**src/rtl/quad_enc_gen_pkg.sv**
```systemverilog
// +------------------------------------------------------------------+
// | quad_enc_gen_pkg : shared types for the quadrature step generator|
// | Revision: 1.0                                                    |
// +------------------------------------------------------------------+
`default_nettype none

package quad_enc_gen_pkg;

  typedef enum logic {
    ST_IDLE = 1'b0,
    ST_STEP = 1'b1
  } enc_state_t;

  // Phase index of the final (AB=11) position of one detent step.
  localparam logic [2:0] PHASE_LAST = 3'd4;

endpackage

`default_nettype wire

```
**src/rtl/quad_phase_timer.sv**
```systemverilog
// +------------------------------------------------------------------+
// | quad_phase_timer : counts 0..TERMINAL-1 while enabled, ticks on  |
// | the last count and wraps; clear forces the count to zero.        |
// | Revision: 1.0                                                    |
// +------------------------------------------------------------------+
`default_nettype none

module quad_phase_timer #(
  parameter int TERMINAL = 6000,
  parameter int W        = $clog2(TERMINAL + 1)
) (
  input  logic clk_i,
  input  logic rst_n_i,
  input  logic clear_i,
  input  logic enable_i,
  output logic tick_o
);

  localparam logic [W-1:0] LAST = W'(TERMINAL - 1);

  logic [W-1:0] count_q;
  logic [W-1:0] count_d;

  always_comb begin
    tick_o  = enable_i && (count_q == LAST);
    count_d = count_q;
    if (clear_i || tick_o) begin
      count_d = '0;
    end else if (enable_i) begin
      count_d = count_q + 1'b1;
    end
  end

  always_ff @(posedge clk_i or negedge rst_n_i) begin
    if (!rst_n_i) begin
      count_q <= '0;
    end else begin
      count_q <= count_d;
    end
  end

endmodule

`default_nettype wire

```
**src/rtl/quad_enc_gen.sv**
```systemverilog
// +------------------------------------------------------------------+
// | quad_enc_gen : emulates a detented rotary encoder on A/B, playing|
// | one 4-phase Gray sequence per queued right/left step strobe.     |
// | Revision: 1.0                                                    |
// +------------------------------------------------------------------+
`default_nettype none

module quad_enc_gen
  import quad_enc_gen_pkg::*;
#(
  parameter int CLOCK_FREQ_MHZ = 100,
  parameter int PHASE_US       = 60,
  parameter int PENDING_SIZE   = 4
) (
  input  logic clk_i,
  input  logic rst_n_i,
  input  logic right_i,
  input  logic left_i,
  output logic a_o,
  output logic b_o,
  output logic busy_o,
  output logic overflow_o
);

  localparam int PW = PENDING_SIZE;
  localparam int T  = CLOCK_FREQ_MHZ * PHASE_US;

  localparam logic signed [PW:0] P1   = (PW+1)'(1);
  localparam logic signed [PW:0] M1   = -P1;
  localparam logic signed [PW:0] MAXV = (PW+1)'(2**(PW-1) - 1);
  localparam logic signed [PW:0] MINV = -MAXV;

  // Left rotation is the right sequence with A and B swapped.
  function automatic logic [1:0] gray_ab(input logic dir_right, input logic [2:0] ph);
    logic [1:0] ab;
    case (ph)
      3'd1:    ab = 2'b01;
      3'd2:    ab = 2'b00;
      3'd3:    ab = 2'b10;
      default: ab = 2'b11;
    endcase
    return dir_right ? ab : {ab[0], ab[1]};
  endfunction

  enc_state_t     state_q, state_d;
  logic           dir_q, dir_d;
  logic [2:0]     phase_q, phase_d;
  logic [1:0]     ab_q, ab_d;
  logic [PW-1:0]  pending_q, pending_d;
  logic           busy_q, busy_d;
  logic           ovf_q, ovf_d;
  logic           consume;
  logic           phase_tick;

  logic signed [PW:0] pend_ext;
  logic signed [PW:0] cons;
  logic signed [PW:0] req;
  logic signed [PW:0] base;
  logic signed [PW:0] cand;

  quad_phase_timer #(
    .TERMINAL (T)
  ) u_timer (
    .clk_i    (clk_i),
    .rst_n_i  (rst_n_i),
    .clear_i  (state_q == ST_IDLE),
    .enable_i (state_q == ST_STEP),
    .tick_o   (phase_tick)
  );

  always_comb begin
    state_d = state_q;
    dir_d   = dir_q;
    phase_d = phase_q;
    ab_d    = ab_q;
    consume = 1'b0;
    case (state_q)
      ST_IDLE: begin
        if (pending_q != '0) begin
          consume = 1'b1;
          dir_d   = ~pending_q[PW-1];
          ab_d    = gray_ab(dir_d, 3'd1);
          phase_d = 3'd1;
          state_d = ST_STEP;
        end
      end
      ST_STEP: begin
        if (phase_tick) begin
          if (phase_q < PHASE_LAST) begin
            phase_d = phase_q + 3'd1;
            ab_d    = gray_ab(dir_q, phase_d);
          end else begin
            phase_d = 3'd0;
            state_d = ST_IDLE;
          end
        end
      end
      default: state_d = ST_IDLE;
    endcase
  end

  // Consumption always lands; only the new request is dropped on saturation.
  always_comb begin
    pend_ext = {pending_q[PW-1], pending_q};
    cons     = '0;
    if (consume) begin
      cons = pending_q[PW-1] ? M1 : P1;
    end
    req = '0;
    if (right_i && !left_i) begin
      req = P1;
    end else if (left_i && !right_i) begin
      req = M1;
    end
    base      = pend_ext - cons;
    cand      = base + req;
    ovf_d     = (req != '0) && ((cand > MAXV) || (cand < MINV));
    pending_d = ovf_d ? base[PW-1:0] : cand[PW-1:0];
    busy_d    = (state_d == ST_STEP) || (pending_q != '0);
  end

  always_ff @(posedge clk_i or negedge rst_n_i) begin
    if (!rst_n_i) begin
      state_q   <= ST_IDLE;
      dir_q     <= 1'b0;
      phase_q   <= 3'd0;
      ab_q      <= 2'b11;
      pending_q <= '0;
      busy_q    <= 1'b0;
      ovf_q     <= 1'b0;
    end else begin
      state_q   <= state_d;
      dir_q     <= dir_d;
      phase_q   <= phase_d;
      ab_q      <= ab_d;
      pending_q <= pending_d;
      busy_q    <= busy_d;
      ovf_q     <= ovf_d;
    end
  end

  assign a_o        = ab_q[1];
  assign b_o        = ab_q[0];
  assign busy_o     = busy_q;
  assign overflow_o = ovf_q;

endmodule

`default_nettype wire
```
**config.mk**
```make
export PLATFORM = sky130hd
export DESIGN_NAME = quad_enc_gen
export DESIGN_NICKNAME = d
export VERILOG_FILES = /design/src/rtl/quad_enc_gen_pkg.sv /design/src/rtl/quad_phase_timer.sv /design/src/rtl/quad_enc_gen.sv
export SDC_FILE = /design/constraint.sdc
export NUM_CORES = 1
export LEC_CHECK = 0
export CAP_MARGIN = 25
export CORE_MARGIN = 4
export CORE_UTILIZATION = 59
export CTS_BUF_LIST = sky130_fd_sc_hd__clkbuf_8 sky130_fd_sc_hd__clkbuf_16
export DETAILED_ROUTE_END_ITERATION = 8
export PLACE_DENSITY = 0.78
export SLEW_MARGIN = 20
export SYNTH_ARGS = -nofsm -noshare
export SYNTH_HDL_FRONTEND = slang
export SYNTH_SLANG_ARGS = --single-unit
```
**constraint.sdc**
```tcl
create_clock -name clk_i -period 3.9 [get_ports clk_i]
set_input_delay 0.78 -clock clk_i [delete_from_list [all_inputs] [get_ports clk_i]]
set_output_delay 0.78 -clock clk_i [all_outputs]
set_load 0.02 [all_outputs]
```
==> load_flow_metrics.sql <==
INSERT INTO impl_metrics (metric_group, metric, value, unit) VALUES
('status', 'status', 'completed', ''),
('synth', 'syn_nets', '182', ''),
('layout', 'most-common-layout-cells', 'dfrtp_1, inv_1, nor2_1, ha_1, nand2_1', ''),
('pwr', 'vdd_ir_drop_max', '0.659', 'mV'),
('global_route', 'grt-busiest-layer', 'met2', ''),
('placement', 'place.port_buffers', '7', ''),
('timing', 'totalNegativeSetupSlack', '0', 'ns'),
('setup_path', 'crit_path_top_delay_cell', 'dfrtp_1', ''),
('synth', 'synth_top_flop_cell', 'dfrtp_1', ''),
('cts', 'post_cts_resize_count', '0', ''),
('setup_path', 'reg2regPathDepth', '12', ''),
('route', 'drc', '0', ''),
('synth', 'number_of_synthesized_register_bits', '26', ''),
('global_route', 'grt.overflow.total', '0', ''),
('global_route', 'maximum_number_of_pins_on_one_net_before_global_route_repair', '17', ''),
('timing', 'final_hold_viol_count', '0', ''),
('floorplan', 'die_height', '60.0', 'um'),
('synth', 'synthesis.area', '0.00159', 'sq mm'),
('synth', 'post_synth_edffs', '0', ''),
('layout', 'drive_above_1_share', '0.0640', ''),
('cts', 'clock-root-buffer', 'clkbuf_8', ''),
('cts', 'clock_tree.buffer_depth', '2', ''),
('route', 'wl_per_cell', '14.2', 'um'),
('cts', 'worst_skew_pair.late_latency', '0.28', 'ns'),
('floorplan', 'die_area', '0.00360', 'sq mm'),
('route', 'drtPass1Iterations', '4', ''),
('setup_path', 'critical_path.startpoint_type', 'flop', ''),
('global_route', 'global_route.usage.met1', '0.242', ''),
('setup_path', 'critical_path.max_stage_delay', '0.53', 'ns'),
('floorplan', 'floorplan.die.width', '60.0', 'um'),
('synth', 'yosysWarningCount', '0', ''),
('floorplan', 'io-pin-count', '8', ''),
('synth', 'postSynth.asyncResetShare', '1.00', ''),
('timing', 'timing_max_transition_violations_final', '0', ''),
('placement', 'detailed_place.area', '0.00171', 'sq mm'),
('layout', 'flow.area_growth_from_synthesis', '11.6', '%'),
('cts', 'cts_tree', 'yes', ''),
('timing', 'worst_slew_pin_slew', '0.519', 'ns'),
('layout', 'layout_commonest_cell', 'dfrtp_1', ''),
('placement', 'globalplace.congestion', '1.00', ''),
('pwr', 'p_total', '1260', 'uW'),
('setup_path', 'critical-path-top-delay-family', 'adder cells', ''),
('route', 'vias_post_dr', '1171', ''),
('synth', 'synth_cell_types', '37', ''),
('global_route', 'grtUsageMet3', '0.0173', ''),
('floorplan', 'fp-row-count', '18', ''),
('setup_path', 'class_of_the_most_critical_setup_path', 'flop to flop', ''),
('global_route', 'met2_capacity_usage_during_global_routing', '0.315', ''),
('cts', 'cts.repair_timing.setup_buffer_count', '0', ''),
('placement', 'post-dp-hpwl', '2.24', 'mm'),
('setup_path', 'worst_setup_path_end_kind', 'flop', ''),
('setup_path', 'cp.arrival', '3.77', 'ns'),
('setup_path', 'worstSetupPathDepth', '12', ''),
('worst_hold_path', 'hold_path.class', 'flop to flop', ''),
('global_route', 'grt_pass1_vias', '1181', ''),
('pwr', 'total_leakage_power', '0.000871', 'uW'),
('synth', 'netlist_instances', '162', ''),
('floorplan', 'design.core.area', '0.00252', 'sq mm'),
('layout', 'antenna_cells_inserted', '0', ''),
('timing', 'fmax', '0.279', 'GHz'),
('setup_path', 'worst_ep_required_time', '4.09', 'ns'),
('layout', 'area_of_all_placed_cells_without_fillers', '0.00178', 'sq mm'),
('timing', 'final.setup_skew', '0.00765', 'ns'),
('setup_path', 'timing.critical_path.cells', 'nor2_1 > ha_1 > inv_1 > fa_1 > xnor2_1 > inv_1 > ha_1 > a21o_1 > a21oi_2 > xnor3_2 > mux2i_1 > a211oi_1', ''),
('synth', 'synthesis.area_per_instance', '9.84', 'sq um'),
('layout', 'n_fill_cell', '197', ''),
('global_route', 'grt_first_pass_wirelength', '5.09', 'mm'),
('pwr', 'power.density', '711', 'mW/mm^2'),
('global_route', 'grt_util_all_layers', '0.189', ''),
('cts', 'number_of_sinks_on_the_clock_net', '26', ''),
('layout', 'post-route-util', '0.705', '');
==> cells by family (layout without fill, tap and decap cells) <==
family,count (synthesis),in the layout,synth area share
DFF,26,26,0.410
xor gates and xnor gates,17,17,0.103
muxes,4,4,0.0330
buffers and inverters,20,30,0.0479
adders and majority gates,16,16,0.135
and+or+nand+nor,53,53,0.162
AOI/OAI and AO/OA,26,26,0.109
==> cell usage after synthesis (2+ instances only) <==
cell type | instances | area (sq um)
dfstp_2 | 2 | 52.6
and3_1 | 4 | 25.0
dfrtp_1 | 24 | 601
xor2_1 | 9 | 78.8
nor2b_1 | 2 | 12.5
nand2_1 | 13 | 48.8
o2bb2ai_1 | 2 | 17.5
and2_1 | 2 | 12.5
xnor2_1 | 7 | 61.3
and4_1 | 2 | 17.5
ha_1 | 14 | 175
o21ai_0 | 3 | 15.0
mux2i_1 | 3 | 30.0
a21oi_1 | 7 | 35.0
nor2_1 | 16 | 60.1
fa_1 | 2 | 40.0
a31oi_1 | 2 | 12.5
nand4_1 | 2 | 12.5
nand3_1 | 7 | 35.0
inv_1 | 18 | 67.6
a21o_1 | 3 | 22.5
o31ai_1 | 3 | 22.5
==> per-stage QoR <==
stage               hold slack [ns]  cells  setup slack [ns]
floorplan                     0.425    162             0.769
global placement              0.442    197             0.421
detailed placement            0.455    198             0.289
CTS                           0.468    202             0.318
global route                  0.502    202            0.0804
finish                        0.463    202             0.314
==> final timing paths <==
path                               startpoint                   to  slack, ns
max                                   state_q         pending_q[2]       0.31
min                        u_timer.count_q[0]   u_timer.count_q[0]       0.46
max reg2reg                           state_q         pending_q[2]       0.31
min reg2reg                u_timer.count_q[0]   u_timer.count_q[0]       0.46
max in group asynchronous             rst_n_i              ab_q[0]       2.49
min in group asynchronous             rst_n_i  u_timer.count_q[10]       0.84
==> layout make-up <==
type                            instances  area (sq um)  share of cell area
Clock buffer                            3          41.3              0.0232
Multi-Input combinational cell        116           865               0.486
Sequential cell                        26           653               0.367
Clock inverter                          1          30.0              0.0169
Timing Repair Buffer                    8          85.1              0.0478
Inverter                               18          67.6              0.0380
Tap cell                               30          37.5              0.0211
==> sequential cells by signal, indices dropped and copies added (netlist names) <==
register         count
ab_q                 2
busy_o               1
overflow_o           1
state_q              1
pending_q            4
phase_q              3
u_timer.count_q     13
dir_q                1
==> report_power, final <==
group	leakage (uW)	internal, uW	switching [uW]
sequential	0.000316	347	58.3
combinational	0.000519	294	338
clock	0.0000357	137	88.8
total	0.000871	779	486
==> metal layers <==
metal / part of all wire / wire length, um / vias to the layer above
met2: 0.48 / 1370 / 17
met5: 0 / 0 / -
li1: - / - / 566
met1: 0.48 / 1370 / 581
met3: 0.023 / 65 / 7
met4: 0.023 / 65 / 0
Note: power is estimated with default switching activity, not from simulation.
